===== config.mk =====
export PLATFORM = sky130hd
export DESIGN_NAME = seq_scan_ctrl
export DESIGN_NICKNAME = d
export VERILOG_FILES = /design/src/rtl/seq_scan_ctrl.sv
export SDC_FILE = /design/constraint.sdc
export NUM_CORES = 1
export LEC_CHECK = 0
export BUFFER_PORTS_ARGS = -buffer_cell sky130_fd_sc_hd__buf_4
export CORE_MARGIN = 2
export CORE_UTILIZATION = 35
export CTS_BUF_LIST = sky130_fd_sc_hd__clkbuf_16
export CTS_CLUSTER_SIZE = 20
export DETAILED_ROUTE_END_ITERATION = 16
export PLACE_DENSITY_LB_ADDON = 0.2
export SLEW_MARGIN = 20
export SYNTH_ARGS = -nofsm -noshare
export SYNTH_HDL_FRONTEND = slang
export SYNTH_SLANG_ARGS = --single-unit

===== constraint.sdc =====
create_clock -name clk -period 7.4 [get_ports clk]
set_input_delay 0.74 -clock clk [delete_from_list [all_inputs] [get_ports clk]]
set_output_delay 0.74 -clock clk [all_outputs]
set_load 0.02 [all_outputs]

===== src/rtl/seq_scan_ctrl.sv =====
// Streams valid/ready words one bit per clock through a masked, overlapping pattern detector.
// Optional macro SCAN_LSB_FIRST_EN selects LSB-first bit order (default MSB-first).
module seq_scan_ctrl #(
  parameter int DATA_W = 8,
  parameter int PAT_W  = 5,
  parameter int CNT_W  = 16
) (
  input  logic              clk,
  input  logic              reset,
  input  logic              start,
  input  logic              abort,
  input  logic [PAT_W-1:0]  cfg_pattern,
  input  logic [PAT_W-1:0]  cfg_mask,
  input  logic              in_valid,
  input  logic [DATA_W-1:0] in_data,
  input  logic              in_last,
  output logic              in_ready,
  output logic              busy,
  output logic              match,
  output logic [CNT_W-1:0]  match_cnt,
  output logic              done
);
  localparam int IDX_W  = (DATA_W > 1) ? $clog2(DATA_W) : 1;
  localparam int FILL_W = $clog2(PAT_W + 1);
  localparam logic [IDX_W-1:0]  IDX_TOP  = IDX_W'(DATA_W - 1);
  localparam logic [FILL_W-1:0] FILL_MAX = FILL_W'(PAT_W);

  typedef enum logic [1:0] {S_IDLE, S_WAIT, S_SHIFT, S_DONE} state_e;

  state_e            state_q, state_d;
  logic [PAT_W-1:0]  pat_q, pat_d, mask_q, mask_d, hist_q, hist_d;
  logic [FILL_W-1:0] fill_q, fill_d;
  logic [DATA_W-1:0] word_q, word_d;
  logic              last_q, last_d;
  logic [IDX_W-1:0]  idx_q, idx_d;
  logic              match_q, match_d, done_q, done_d;
  logic [CNT_W-1:0]  cnt_q, cnt_d;

  logic              bit_in;
  logic [PAT_W-1:0]  hist_nx;
  logic [FILL_W-1:0] fill_nx;

  always_comb begin
`ifdef SCAN_LSB_FIRST_EN
    bit_in = word_q[IDX_TOP - idx_q];
`else
    bit_in = word_q[idx_q];
`endif
    hist_nx = {hist_q[PAT_W-2:0], bit_in};
    fill_nx = (fill_q == FILL_MAX) ? fill_q : fill_q + 1'b1;
  end

  always_comb begin
    state_d = state_q;
    pat_d   = pat_q;
    mask_d  = mask_q;
    hist_d  = hist_q;
    fill_d  = fill_q;
    word_d  = word_q;
    last_d  = last_q;
    idx_d   = idx_q;
    cnt_d   = cnt_q;
    match_d = 1'b0;
    done_d  = 1'b0;
    if (abort) begin
      // Abort beats start and any in-flight shift; the count is kept for software.
      state_d = S_IDLE;
      hist_d  = '0;
      fill_d  = '0;
    end else begin
      case (state_q)
        S_IDLE: if (start) begin
          pat_d   = cfg_pattern;
          mask_d  = cfg_mask;
          hist_d  = '0;
          fill_d  = '0;
          cnt_d   = '0;
          state_d = S_WAIT;
        end
        S_WAIT: if (in_valid) begin
          word_d  = in_data;
          last_d  = in_last;
          idx_d   = IDX_TOP;
          state_d = S_SHIFT;
        end
        S_SHIFT: begin
          hist_d = hist_nx;
          fill_d = fill_nx;
          if (fill_nx == FILL_MAX && ((hist_nx ^ pat_q) & mask_q) == '0) begin
            match_d = 1'b1;
            if (cnt_q != '1) cnt_d = cnt_q + 1'b1;
          end
          if (idx_q == '0) state_d = last_q ? S_DONE : S_WAIT;
          else             idx_d   = idx_q - 1'b1;
        end
        S_DONE: begin
          done_d  = 1'b1;
          state_d = S_IDLE;
        end
        default: state_d = S_IDLE;
      endcase
    end
  end

  always_ff @(posedge clk or posedge reset) begin
    if (reset) begin
      state_q <= S_IDLE;
      pat_q   <= '0;
      mask_q  <= '0;
      hist_q  <= '0;
      fill_q  <= '0;
      word_q  <= '0;
      last_q  <= 1'b0;
      idx_q   <= '0;
      cnt_q   <= '0;
      match_q <= 1'b0;
      done_q  <= 1'b0;
    end else begin
      state_q <= state_d;
      pat_q   <= pat_d;
      mask_q  <= mask_d;
      hist_q  <= hist_d;
      fill_q  <= fill_d;
      word_q  <= word_d;
      last_q  <= last_d;
      idx_q   <= idx_d;
      cnt_q   <= cnt_d;
      match_q <= match_d;
      done_q  <= done_d;
    end
  end

  assign in_ready  = (state_q == S_WAIT);
  assign busy      = (state_q != S_IDLE);
  assign match     = match_q;
  assign match_cnt = cnt_q;
  assign done      = done_q;
endmodule

==> impl_metrics.yaml <==
synth:
  synth-main-ff-cell: "dfrtp_1"
  yosysSeqAreaShare: 0.467
  synthCells: 237
  syn_avg_cell_area_sq_um: 11.1
  yosysTopAreaCellShare: 0.467
  syn-num-nets: 266
  synthTopCellsByArea: "dfrtp_1 47%, mux2i_1 6.1%, nand2_1 5.4%"
  yosys_warnings: 0
  yosysMostFrequentCell: "dfrtp_1"
  synth_cell_type_count: 50
  synthArstFlopShare: 1.00
  synth_top_area_cell: "dfrtp_1"
  synth_seq_cells: 49
  synth_edf_count: 0
  synth_top_cells_by_count: "49 x dfrtp_1, 38 x nand2_1, 16 x mux2i_1, 12 x nor2_1, 11 x mux2_1"
  syn_area_sq_um: 2630
power_and_ir_drop:
  pwr-share-seq: 0.488
  cell_internal_pwr_w: 0.000502
  swShare: 0.260
  vdd_drop_max_mv: 0.127
  power_w: 0.000679
  powerDensity_nw_per_um2: 213
  p_comb_frac: 0.191
  switchingPower_w: 0.000177
  p_leak_nw: 1.41
  p_clk_frac: 0.321
critical_path:
  crit_family: "multiplexers"
  end_kind: "flop"
  critPathSlowestCell: "mux4_2"
  cp.arrival_ns: 2.88
  max_stage_delay_ns: 0.52
  cp_cell_sequence: "mux2_1, mux4_2, mux2i_4, a311oi_4, buf_8, mux2i_1"
  cp.required_ns: 7.60
  worstPathMaxFanout: 10
  worstSetupStartpointType: "flop"
  critical_path_class: "reg -> reg"
  crit_buf_inv: 1
flow_run:
  drv_cap: 0
outcome:
  outcome: "finished clean"
layout:
  antenna_cells: 0
  num-fill-cells: 720
  drive_gt1_frac: 0.262
  register_area_sq_um: 1230
  multi_input_area_sq_um: 1330
  nets: 310
  area_growth_pct: 21.1
clock_tree:
  hold_buffers: 0
  post_cts_resized: 0
  clkTransAtPathRegs_ns: 0.07
  cts_tree: "yes"
  h-tree-depth: 2
  numClockSinks: 49
  worst_skew_pair.late_latency_ns: 0.28
  clock_path_buffers: 2
  cts_buffers: 5
  post_cts.repair.setup_buffers: 0
  ctsRootBufferMaster: "clkbuf_16"
floorplan:
  initial_core_util: 0.362
  ios: 44
  core.rowCount: 31
  fp.dieW_um: 90.6
  die_h_um: 90.6
  core_sq_um: 7250
  die_area_sq_um: 8220
drt:
  vias_per_cell: 4.88
  wire_per_inst_um: 13.8
  wl_um: 5260
  first_pass_iters: 4
  routed-via-count: 1861
  route.detailed.drc: 0
  drt_iter0_drc: 97
  ant_nets: 0
placement:
  dpl.hpwl_um: 3690
  numPortBuffers: 43
  pre_cts_ws_ns: 4.38
  gp_congestion: 0.708
timing:
  worst_pin_slew_ns: 1.03
  hold_viol_final: 0
  min_period_ns: 2.68
  rsz0062_at_grt: "no"
  setup_ws_ns: 4.72
  maxSlewViolCount: 0
  relSlewSlack: 0.311
  timing.fmax_mhz: 374
  finalSetupViolations: 0
  layout_worst_path_cycle_share: 0.362
  fin_skew_ns: 0.00573
  fin_tns_setup_ns: 0
grt:
  grtUsageTotal: 0.137
  antenna_found_initial: 0
  grt_pass1_vias: 1892
  grt_first_pass_wirelength_um: 9260
  grt_max_degree: 50
  grt-ovfl-total: 0
hold_path:
  hold_path_class: "reg -> reg"
[metrics by stage]
step / std cells / cell area (sq um) / utilization / hold WS, ns
after floorplan: 237 / 2630 / - / 0.464
after global placement: 372 / 3030 / 0.417 / 0.481
after detailed placement: 372 / 3030 / 0.417 / 0.493
after CTS: 380 / 3170 / 0.437 / 0.507
after global routing: 381 / 3180 / 0.439 / 0.524
final: 381 / 3180 / 0.439 / 0.500
[cells in the final DEF, fill, tap and decap left out, types with 2 or more instances in the layout]
cell type | netlist | layout
ha_1 | 5 | 5
nand4_1 | 6 | 6
a21oi_1 | 9 | 9
clkinv_2 | 0 | 3
nand3_1 | 4 | 4
mux2_2 | 9 | 9
o21ai_0 | 3 | 3
xor2_1 | 7 | 7
dfrtp_1 | 49 | 49
nand3b_1 | 3 | 3
mux2i_1 | 16 | 16
nand2_1 | 38 | 38
a22o_1 | 4 | 4
nand2b_1 | 2 | 2
o21a_1 | 3 | 3
buf_4 | 1 | 44
nor3_1 | 2 | 2
and3_1 | 2 | 2
xnor2_1 | 9 | 9
inv_1 | 6 | 6
mux2_1 | 11 | 11
nor4_1 | 2 | 2
nor2b_1 | 2 | 2
mux2_4 | 3 | 3
nor2_1 | 12 | 12
clkbuf_16 | 0 | 5
[power groups by stage]
stage                     clock network, W  logic [W]  registers, W
final                             0.000218   0.000130      0.000331
after global routing              0.000235   0.000145      0.000338
after CTS                         0.000222   0.000133      0.000332
after detailed placement                 0   0.000131      0.000338
after global placement                   0   0.000130      0.000336
after floorplan                          0   0.000113      0.000325
[sequential cells by signal, summed over array words and instances, names as in the netlist]
register	count
mask_q	5
done	1
match	1
fill_q	3
state_q	2
idx_q	3
last_q	1
match_cnt	16
hist_q	4
word_q	8
pat_q	5
[per-layer routing]
layer | GRT usage | vias up | part of all wire
met5 | 0 | - | 0
met1 | 0.189 | 918 | 0.49
met4 | 0.0500 | 0 | 0.012
li1 | - | 917 | -
met3 | 0.0225 | 4 | 0.023
met2 | 0.219 | 22 | 0.48
[final timing paths]
kind,cells after the start,end,slack (ns),startpoint
max,6,match_cnt[8],4.72,idx_q[0]
min,1,mask_q[1],0.50,mask_q[1]
max reg2reg,6,match_cnt[8],4.72,idx_q[0]
min reg2reg,1,mask_q[1],0.50,mask_q[1]
max in group asynchronous,2,fill_q[1],6.29,reset
min in group asynchronous,2,word_q[4],0.60,reset
[area by class of cell]
type,instances,area share
clock buffers,5,0.0393
clock inverters,3,0.00432
inverters,6,0.00747
multi-input cells,174,0.416
flip-flops and latches,49,0.385
well taps,99,0.0389
repair buffers,45,0.108
[logic make-up after synthesis]
group | after synthesis | share of synthesized area
AOI/OAI and AO/OA | 28 | 0.0810
xor gates and xnor gates | 16 | 0.0533
muxes | 41 | 0.181
DFF | 49 | 0.467
adders and majority gates | 5 | 0.0238
and+or+nand+nor | 84 | 0.165
buffers and inverters | 14 | 0.0290
Note: power is estimated with default switching activity, not from simulation.
